File: src/rtl/id_ex_buffer.sv
// ID/EX pipeline register with load-use hazard detection and memory-stall hold.
//
// Ports:
//   clk, rst             clock, asynchronous active-low reset
//   inValid              decode slot holds a real instruction
//   inSrc1/2, inUse1/2   decode source addresses and their read-enables
//   inDst                decode destination register
//   inData1/2, inImm     register-file operands, sign-extended immediate
//   inAluOp              ALU operation code
//   inWb, inMemRead,
//   inMemWrite           decode control bits
//   flush                branch-taken squash request
//   memStall             memory stage busy, whole pipe frozen
//   sourceAddress1/2     registered sources, to the forwarding unit
//   addressExecute       registered destination
//   data1, data2, imm    registered operands
//   aluOp                registered ALU op
//   wbExecute, memReadExecute, memWriteExecute, validExecute
//                        registered control bits
//   stallDecode          hold PC and IF/ID this cycle (combinational)
//   bubbleCount          saturating count of inserted bubbles
module id_ex_buffer (
    input  logic        clk,
    input  logic        rst,
    input  logic        inValid,
    input  logic [2:0]  inSrc1,
    input  logic [2:0]  inSrc2,
    input  logic        inUse1,
    input  logic        inUse2,
    input  logic [2:0]  inDst,
    input  logic [15:0] inData1,
    input  logic [15:0] inData2,
    input  logic [15:0] inImm,
    input  logic [3:0]  inAluOp,
    input  logic        inWb,
    input  logic        inMemRead,
    input  logic        inMemWrite,
    input  logic        flush,
    input  logic        memStall,
    output logic [2:0]  sourceAddress1,
    output logic [2:0]  sourceAddress2,
    output logic [2:0]  addressExecute,
    output logic [15:0] data1,
    output logic [15:0] data2,
    output logic [15:0] imm,
    output logic [3:0]  aluOp,
    output logic        wbExecute,
    output logic        memReadExecute,
    output logic        memWriteExecute,
    output logic        validExecute,
    output logic        stallDecode,
    output logic [7:0]  bubbleCount
);

    typedef enum logic {StRun, StHold} state_e;

    typedef struct packed {
        logic [2:0]  src1;
        logic [2:0]  src2;
        logic [2:0]  dst;
        logic [15:0] data1;
        logic [15:0] data2;
        logic [15:0] imm;
        logic [3:0]  alu_op;
        logic        wb;
        logic        mem_read;
        logic        mem_write;
        logic        valid;
    } ex_t;

    state_e     state_q, state_d;
    logic       pending_q, pending_d;
    ex_t        ex_q, ex_d, ex_load;
    logic [7:0] count_q, count_d;
    logic       count_inc;
    logic       hazard;

    // A load in EX whose destination is read by the instruction in decode.
    assign hazard = ex_q.valid & ex_q.mem_read & ex_q.wb & inValid &
                    ((inUse1 & (inSrc1 == ex_q.dst)) | (inUse2 & (inSrc2 == ex_q.dst)));

    always_comb begin
        ex_load.src1      = inSrc1;
        ex_load.src2      = inSrc2;
        ex_load.dst       = inDst;
        ex_load.data1     = inData1;
        ex_load.data2     = inData2;
        ex_load.imm       = inImm;
        ex_load.alu_op    = inAluOp;
        ex_load.wb        = inWb;
        ex_load.mem_read  = inMemRead;
        ex_load.mem_write = inMemWrite;
        ex_load.valid     = 1'b1;
    end

    always_comb begin
        state_d   = state_q;
        pending_d = pending_q;
        ex_d      = ex_q;
        count_inc = 1'b0;
        unique case (state_q)
            StRun: begin
                if (memStall) begin
                    state_d = StHold;
                    if (flush) pending_d = 1'b1;
                end else if (flush | pending_q) begin
                    // Only squashing a real instruction counts as a bubble.
                    ex_d      = '0;
                    pending_d = 1'b0;
                    count_inc = ex_q.valid;
                end else if (hazard) begin
                    ex_d      = '0;
                    count_inc = 1'b1;
                end else if (inValid) begin
                    ex_d = ex_load;
                end else begin
                    ex_d = '0;
                end
            end
            StHold: begin
                if (flush) pending_d = 1'b1;
                // Leaving HOLD spends one edge without loading.
                if (!memStall) state_d = StRun;
            end
            default: state_d = StRun;
        endcase
        count_d = (count_inc && (count_q != 8'hFF)) ? count_q + 8'd1 : count_q;
    end

    always_ff @(posedge clk or negedge rst) begin
        if (!rst) begin
            state_q   <= StRun;
            pending_q <= 1'b0;
            ex_q      <= '0;
            count_q   <= 8'd0;
        end else begin
            state_q   <= state_d;
            pending_q <= pending_d;
            ex_q      <= ex_d;
            count_q   <= count_d;
        end
    end

    assign stallDecode = memStall | (state_q == StHold) |
                         (hazard & ~flush & ~pending_q & (state_q == StRun));

    assign sourceAddress1  = ex_q.src1;
    assign sourceAddress2  = ex_q.src2;
    assign addressExecute  = ex_q.dst;
    assign data1           = ex_q.data1;
    assign data2           = ex_q.data2;
    assign imm             = ex_q.imm;
    assign aluOp           = ex_q.alu_op;
    assign wbExecute       = ex_q.wb;
    assign memReadExecute  = ex_q.mem_read;
    assign memWriteExecute = ex_q.mem_write;
    assign validExecute    = ex_q.valid;
    assign bubbleCount     = count_q;

endmodule

File: config.mk
export PLATFORM = sky130hd
export DESIGN_NAME = id_ex_buffer
export DESIGN_NICKNAME = d
export VERILOG_FILES = /design/src/rtl/id_ex_buffer.sv
export SDC_FILE = /design/constraint.sdc
export NUM_CORES = 1
export LEC_CHECK = 0
export ABC_AREA = 1
export CAP_MARGIN = 20
export CORE_AREA = 3 3 80 120
export CTS_CLUSTER_SIZE = 16
export DETAILED_ROUTE_END_ITERATION = 12
export DIE_AREA = 0 0 83 123
export PLACE_DENSITY = 0.75
export REMOVE_ABC_BUFFERS = 1
export SYNTH_ARGS = -nofsm -noshare
export SYNTH_HDL_FRONTEND = slang
export SYNTH_SLANG_ARGS = --single-unit
File: constraint.sdc
create_clock -name clk -period 1.25 [get_ports clk]
set_input_delay 0.25 -clock clk [delete_from_list [all_inputs] [get_ports clk]]
set_output_delay 0.25 -clock clk [all_outputs]
set_load 0.02 [all_outputs]
==> results.txt, run 1 <==
----------------------------------------------------
[Run status]
  Result of the run ... complete, but fails checks
  Violations in the final reports ... negative setup slack

[Global route]
  Vias in the first global route ... 3447
  Layer with the highest usage after global routing ... met2
  Initial antenna violation count ... 0
  Maximum number of pins on one net before global-route repair ... 76
  Total grt overflow ... 0
  First-pass GRT wire length ... 16840 microns
  GRT met2 Usage ... 37.05%
  Global-route usage over all layers ... 20.77%
  GR Util met3 ... 5.467%
  Met1 Track Usage GR ... 23.95%

[STA]
  Worst-case setup margin in the final layout ... -0.4569 ns
  Max_slew headroom ... 72.40%
  Worst Hold Margin ... 0.4630 ns
  Setup repair after global routing missed its margin ... true
  Period utilisation layout ... 136.5%
  Largest clock skew in the final design ... 0.006787 ns
  Fmax ... 585.9 MHz
  Hold violation count in the final report ... 0
  Post-layout min period ... 1.707 ns
  Final Max Slew Viols ... 0
  Setup tns final ... -24.92 ns
  Least-Margin Pin Slew ... 0.4139 ns
  Number of endpoints failing setup at the final stage ... 75

[Pwr]
  Net Switching ... 0.001664 W
  Cell Pwr Density ... 1190 nW/um^2
  Maximum VDD drop ... 0.9908 mV
  Switching part of the total power ... 24.82%
  Comb power frac ... 18.7%
  Sequential share of power ... 39.5%
  Total Power Consumption ... 0.006706 W
  Leakage power figure ... 3.008 nW
  Internal ... 0.005041 W
  Clock share of power ... 41.8%

[Critical path]
  Sequence of cells on the critical path ... inv_2, nand2_1, nand2_1, nor2_1, nand2_1, nand2_2, nand3_4, nand2_2, buf_6
  Maximum fanout count along the critical path ... 4
  Worst setup startpoint ... addressExecute[1]$_DFFE_PN0P_
  Critical path data arrival time ... 1.46 ns
  Worst setup path category ... reg -> out
  Origin of the critical flop-to-flop path ... addressExecute[1]$_DFFE_PN0P_
  Startpoint type of the worst setup path ... register
  Logic depth of the worst register-to-register path ... 13
  Reg2reg end ... bubbleCount[0]$_DFFE_PN0P_
  R2R setup slack ... -0.39 ns
  Required time of the critical path ... 1.00 ns
  Critical Path Max Stage Delay ... 0.42 ns
  Worst setup endpoint ... stallDecode
  Slowest CP cell ... sky130_fd_sc_hd__dfrtp_1
  Type of destination of the critical path ... output pin
  Cell mode on critical path ... sky130_fd_sc_hd__nand2_1

[Place]
  PortBufs ... 144
  HPWL after detailed placement ... 6949 microns
  Final weighted congestion in routability-driven placement ... 0.8207

[Worst hold path]
  Class of the tightest hold or removal check ... in -> reg
  Cell count of the worst hold path ... 1

[Clock tree]
  Clock net sink count ... 75
  Total CTS buffers ... 9
  CTS HTree Levels ... 3
  Clock latency reported for the late side of the worst-skew pair ... 0.33 ns
  Root buffer cell ... sky130_fd_sc_hd__clkbuf_16
  TritonCTS clock tree ... built
  Clock input transition at the sequential cells of the worst setup and hold paths ... 0.06 ns
  Buffers from clock root to sink, at most ... 2

[Die]
  Num rows ... 42
  Starting density of the core ... 37.44%
  Full die area ... 10210 sq um
  Standard cell core area ... 8723 sq um
  Chip Width ... 83 microns
  Chip height ... 123 microns
  I/O Pins ... 145

[Final layout]
  Final-layout fill cell count ... 740
  Relative area change from synthesis to final layout ... 72.61%
  Final #Nets ... 638
  Count of antenna diodes in the layout ... 0
  Post-route core utilization ... 64.62%
  Proportion of layout cells with a drive suffix above 1 ... 32.05%

[Synth]
  Area leader, netlist ... sky130_fd_sc_hd__dfrtp_1
  Ys flop type ... sky130_fd_sc_hd__dfrtp_1
  Number of cells produced by synthesis ... 373
  Count of state elements after synthesis ... 75
  Yosys warnings ... 0
  FFs w/ async S/R, synth ... 100.0%
  Synth unique cells ... 22
  Sequential share of the synthesized area ... 57.47%
  Synth top area share ... 57.47%
  Largest cells by area after synthesis ... sky130_fd_sc_hd__dfrtp_1 (57%), sky130_fd_sc_hd__nand2_1 (19%), sky130_fd_sc_hd__nand3_1 (8.9%)
  Number of enable-type register cells in the synthesized netlist ... 0
  Mean instance size in the synthesized netlist ... 8.755 sq um
  Synthesized area ... 3266 sq um

[Routing]
  Number of design-rule violations left by the first detailed-router iteration ... 161
  Average wire per cell in the routed design ... 15.37 microns
  First-pass detailed-route iteration total ... 4
  Total vias in the final route ... 3284
  Number of remaining DRC errors ... 0
  Routed wire length ... 10460 microns
  Ratio of routed vias to standard cells ... 4.822
  Number of antenna-violating nets in the routed design ... 0

[Run]
  Number of max-capacitance violations reported ... 0

----------------------------------------------------
## repair_timing
| item | in CTS | in global routing |
|---|---|---|
| endpoints found under the hold margin | 75 | 0 |
| endpoints found under the setup margin | 147 | 121 |
| buffers inserted | 7 | 7 |
| resized for setup | 270 | 51 |
| cloned | 5 | 0 |
| hold buffers | 1 | 0 |
| pin swaps | 2 | 2 |
## how the worst min path moves through the flow
stage	endpoint	startpoint	slack (ns)
floorplan	addressExecute[0]$_DFFE_PN0P_	rst	-0.05
global placement	sourceAddress1[1]$_DFFE_PN0P_	rst	0.30
detailed placement	sourceAddress2[1]$_DFFE_PN0P_	rst	0.30
CTS	sourceAddress1[2]$_DFFE_PN0P_	inSrc1[2]	0.43
global route	state_q$_DFF_PN0_	memStall	0.46
finish	state_q$_DFF_PN0_	memStall	0.46
## kinds of logic (layout without fill, tap and decap cells)
group	count (synthesis)	in the layout	share of synthesized area [%]
compound gates	9	9	1.724
xor+xnor	6	6	1.609
fa+ha+maj	1	1	0.3831
buf+inv	31	228	4.406
flops	75	75	57.47
simple gates	251	252	34.41
## registers in the layout, indices dropped and copies added (netlist names), 3 cells and up
name,count
aluOp,4
sourceAddress2,3
imm,16
data2,16
data1,16
bubbleCount,8
sourceAddress1,3
addressExecute,3
## layer usage
layer	part of all wire, %	routed length [microns]
met5	0	0
met4	2.7	282
met3	5.6	582
met2	53	5514
met1	39	4085
## power groups by stage
stage                     Clock (W)  Combinational [W]  Sequential (W)
final                       0.00280            0.00126         0.00265
after global routing        0.00298            0.00134         0.00266
after CTS                   0.00286            0.00121         0.00265
after detailed placement          0            0.00116         0.00268
after global placement            0            0.00113         0.00267
after floorplan                   0           0.000223         0.00285
## synthesized netlist by cell type, types with 4 or more instances
master / number
sky130_fd_sc_hd__nor2_1: 11
sky130_fd_sc_hd__clkbuf_1: 10
sky130_fd_sc_hd__dfrtp_1: 75
sky130_fd_sc_hd__o21ai_1: 6
sky130_fd_sc_hd__buf_2: 4
sky130_fd_sc_hd__inv_2: 4
sky130_fd_sc_hd__inv_1: 9
sky130_fd_sc_hd__nand2_2: 5
sky130_fd_sc_hd__nand3_2: 11
sky130_fd_sc_hd__nand3_1: 58
sky130_fd_sc_hd__xor2_1: 4
sky130_fd_sc_hd__nand2_1: 161
## placed cells by master, fill, tap and decap left out, types with 3 or more instances in the layout
cell type | netlist | layout
sky130_fd_sc_hd__inv_2 | 4 | 4
sky130_fd_sc_hd__nand2_2 | 5 | 10
sky130_fd_sc_hd__clkbuf_16 | 0 | 9
sky130_fd_sc_hd__nor2_1 | 11 | 11
sky130_fd_sc_hd__nand3_2 | 11 | 10
sky130_fd_sc_hd__o21ai_1 | 6 | 6
sky130_fd_sc_hd__nand2_8 | 0 | 3
sky130_fd_sc_hd__dfrtp_1 | 75 | 75
sky130_fd_sc_hd__nand2_1 | 161 | 150
sky130_fd_sc_hd__buf_6 | 2 | 17
sky130_fd_sc_hd__buf_2 | 4 | 39
sky130_fd_sc_hd__clkdlybuf4s15_2 | 0 | 23
sky130_fd_sc_hd__clkbuf_2 | 0 | 4
sky130_fd_sc_hd__nand2_4 | 1 | 5
sky130_fd_sc_hd__clkdlybuf4s50_1 | 0 | 68
sky130_fd_sc_hd__buf_12 | 0 | 6
sky130_fd_sc_hd__inv_1 | 9 | 9
sky130_fd_sc_hd__nand3_1 | 58 | 58
sky130_fd_sc_hd__bufbuf_16 | 0 | 4
sky130_fd_sc_hd__buf_4 | 2 | 35
sky130_fd_sc_hd__clkinv_2 | 0 | 3
sky130_fd_sc_hd__xor2_1 | 4 | 4
## per-stage QoR
step / instance area [sq um] / setup WS (ns) / cells
after detailed placement: 5145 / -0.8678 / 652
after CTS: 5813 / -0.4120 / 677
final: 5637 / -0.4569 / 681
after global routing: 5637 / -0.5671 / 681
after global placement: 5145 / -0.8409 / 652
after floorplan: 3171 / -0.5652 / 355
## worst max-delay path: cells and delay by family (launching register included)
kind                   cells  cell delay [ns]
DFF                        1             0.42
and+or+nand+nor            7             0.53
buffers and inverters      2             0.18
## area by class of cell
type	count	area, sq um	share of cell area, %
timing repair buffer	199	1893	33.58
clock inverter	5	75.07	1.332
tap	110	137.6	2.442
sequential	75	1877	33.30
inverter	13	48.80	0.8657
clock buffer	11	252.7	4.484
multi-input combinational	268	1353	24.00
Note: power is estimated with default switching activity, not from simulation.
==> run 2: changes to the inputs <==
PLACE_DENSITY = 0.85   (was 0.75)
SLEW_MARGIN = 15   (was not set)
==> run 2 against run 1 <==
  * The run still ends with negative setup slack left
  * Wire length rose by 4.4%
  * Largest power group is now registers
  * Maximum frequency grew 1.8%
  * Count of clock-buffer cells in the layout increased by 1
  * Hold slack got worse by 0.23 ns
  * Total power is 7.2% lower
  * Sequential share of layout area down 0.29 points
  * Critical path depth up 1
  * Combinational power about the same
==> results.txt, run 2 (same netlist as run 1, synthesis figures left out) <==
----------------------------------------------------
[Final layout]
  Post-route core utilization ... 65.28%
  Final non-filler cell area ... 5694 sq um
  Count of antenna diodes in the layout ... 0
  Total area of sequential cells ... 1879 sq um
  Most frequent standard cell in the layout excluding fill and tap cells ... sky130_fd_sc_hd__nand2_1
  Area taken by multi-input logic gates ... 1379 sq um
  Relative area change from synthesis to final layout ... 74.37%
  Final-layout fill cell count ... 691
  Proportion of layout cells with a drive suffix above 1 ... 32.34%
  Most frequent cells in the layout ... sky130_fd_sc_hd__nand2_1 (149), sky130_fd_sc_hd__dfrtp_1 (73), sky130_fd_sc_hd__clkdlybuf4s50_1 (67), sky130_fd_sc_hd__nand3_1 (58), sky130_fd_sc_hd__clkdlybuf4s15_2 (42)
  Final #Nets ... 637

[Routing]
  Average wire per cell in the routed design ... 16.09 microns
  Routed wire length ... 10930 microns
  Number of design-rule violations left by the first detailed-router iteration ... 140
  Ratio of routed vias to standard cells ... 4.931
  Detailed route wirelength on metal3 ... 584 microns
  Number of remaining DRC errors ... 0
  Highest metal used ... met4
  Number of antenna-violating nets in the routed design ... 0
  Total vias in the final route ... 3348
  Routed length on met2 ... 5943 microns
  First-pass detailed-route iteration total ... 4
  Wl on met1 ... 4007 microns

[Critical path]
  Critical Path Max Stage Delay ... 0.48 ns
  Startpoint type of the worst setup path ... primary input
  Critical path data arrival time ... 1.43 ns
  Type of destination of the critical path ... output pin
  Slowest CP cell ... sky130_fd_sc_hd__clkdlybuf4s50_1
  Required time of the critical path ... 1.00 ns
  R2R setup slack ... -0.41 ns
  Reg2reg end ... data2[0]$_DFFE_PN0P_
  Cell mode on critical path ... sky130_fd_sc_hd__nand2_1
  Logic depth of the worst register-to-register path ... 11
  Worst setup path category ... in -> out
  Maximum fanout count along the critical path ... 2
  Origin of the critical flop-to-flop path ... addressExecute[2]$_DFFE_PN0P_
  Sequence of cells on the critical path ... clkdlybuf4s50_1, inv_1, nand2_1, nand2_1, nor2_1, nand2_1, nand2_2, nand3_4, nand2_2, buf_6

[Die]
  Starting density of the core ... 37.44%
  Chip Width ... 83 microns
  Chip height ... 123 microns
  Standard cell core area ... 8723 sq um
  Full die area ... 10210 sq um
  Num rows ... 42
  I/O Pins ... 145

[Place]
  PortBufs ... 144
  HPWL after detailed placement ... 6797 microns
  Post-detailed-placement cell area ... 5067 sq um
  Final weighted congestion in routability-driven placement ... 0.8549

[Pwr]
  Switching part of the total power ... 26.35%
  Internal ... 0.004581 W
  Sequential share of power ... 42.6%
  Leakage power figure ... 2.930 nW
  Comb power frac ... 20.0%
  Clock share of power ... 37.4%
  Cell Pwr Density ... 1092 nW/um^2
  Total Power Consumption ... 0.006220 W
  Net Switching ... 0.001639 W
  Maximum VDD drop ... 0.8410 mV

[Global route]
  Global-route usage over all layers ... 21.31%
  First-pass GRT wire length ... 17180 microns
  Vias in the first global route ... 3476
  Total grt overflow ... 0
  Initial antenna violation count ... 0
  Maximum number of pins on one net before global-route repair ... 76

[Clock tree]
  Buffers from clock root to sink, at most ... 2
  Root buffer cell ... sky130_fd_sc_hd__clkbuf_16
  Total CTS buffers ... 9
  TritonCTS clock tree ... built
  Clock latency reported for the late side of the worst-skew pair ... 0.32 ns
  CTS HTree Levels ... 3
  Clock input transition at the sequential cells of the worst setup and hold paths ... 0.06 ns
  Clock net sink count ... 75

[STA]
  Fmax ... 596.2 MHz
  Setup repair after global routing missed its margin ... true
  Largest clock skew in the final design ... 0.004241 ns
  Number of endpoints failing setup at the final stage ... 77
  Least-Margin Pin Slew ... 0.4049 ns
  Hold violation count in the final report ... 0
  Worst-case setup margin in the final layout ... -0.4273 ns
  Final Max Slew Viols ... 0
  Period utilisation layout ... 134.2%
  Post-layout min period ... 1.677 ns
  Max_slew headroom ... 73.00%

[Worst hold path]
  Worst hold path startpoint ... inSrc1[0]
  Hold-critical path endpoint ... sourceAddress1[0]$_DFFE_PN0P_
  Cell count of the worst hold path ... 3
  Class of the tightest hold or removal check ... in -> reg

[Run]
  Number of max-capacitance violations reported ... 0

[Run status]
  Violations in the final reports ... negative setup slack
  Result of the run ... complete, but fails checks

----------------------------------------------------
-- run 2: cell types whose count changed in the layout (fill, tap and decap cells not counted), sizes merged --
| cell | before | now |
|---|---|---|
| dlygate4sd2 | 1 | 0 |
| buf | 98 | 78 |
| clkbuf | 15 | 16 |
| bufbuf | 4 | 3 |
| clkdlybuf4s50 | 68 | 67 |
| nand2 | 168 | 169 |
| clkdlybuf4s15 | 23 | 42 |
| dlymetal6s2s | 0 | 2 |
| bufinv | 2 | 0 |
-- run 2: worst max-delay path: cells and delay by family --
family / cells / cell delay [ns]
and+or+nand+nor: 7 / 0.54
buffers and inverters: 3 / 0.65
-- run 2: layer usage --
layer / track usage, % / vias up
li1: - / 1571
met1: 23.05 / 1605
met2: 39.56 / 139
met3: 4.067 / 33
met4: 10.74 / 0
met5: 0 / -
-- run 2: area by class of cell --
cell class / count / share of cell area (%)
clock buffer: 12 / 4.329
timing repair buffer: 197 / 34.92
sequential: 75 / 33.00
clock inverter: 3 / 0.2637
inverter: 13 / 0.8570
multi-input combinational: 269 / 24.21
tap: 110 / 2.417
-- run 2: per-stage QoR --
| step | setup TNS, ns | hold WS (ns) | std cells | setup slack, ns |
|---|---|---|---|---|
| after floorplan | -32.02 | -0.04559 | 355 | -0.5652 |
| after global placement | -38.43 | 0.2954 | 645 | -0.8682 |
| after detailed placement | -41.05 | 0.3006 | 645 | -0.8783 |
| after CTS | -21.24 | 0.4655 | 673 | -0.4366 |
| after global routing | -31.45 | 0.2559 | 679 | -0.5352 |
| final | -23.35 | 0.2302 | 679 | -0.4273 |
-- run 2: how the worst max path moves through the flow --
stage                                  startpoint                       endpoint  slack, ns  depth (start not counted)
finish                                  inSrc1[2]                    stallDecode      -0.43                         10
global route        addressExecute[1]$_DFFE_PN0P_                    stallDecode      -0.54                          8
CTS                 addressExecute[1]$_DFFE_PN0P_                    stallDecode      -0.44                          9
detailed placement                      inSrc1[1]                    stallDecode      -0.88                         10
global placement                        inSrc2[2]                    stallDecode      -0.87                         10
floorplan           addressExecute[0]$_DFFE_PN0P_  sourceAddress1[0]$_DFFE_PN0P_      -0.57                          8
-- run 2: power groups by stage --
stage / Clock (W) / Sequential, W / Combinational, W
2_1_floorplan: 0 / 0.00285 / 0.000223
3_3_place_gp: 0 / 0.00267 / 0.00111
3_5_place_dp: 0 / 0.00268 / 0.00115
4_1_cts: 0.00236 / 0.00264 / 0.00121
5_1_grt: 0.00245 / 0.00266 / 0.00133
6_report: 0.00233 / 0.00265 / 0.00124
-- run 2: repair_timing --
action | in CTS | in global routing
resized for setup | 274 | 35
endpoints found under the hold margin | 75 | 0
cloned | 7 | 0
setup buffers | 6 | 7
pin swaps | 6 | 6
hold buffers | 1 | 0
setup endpoints to repair | 147 | 101
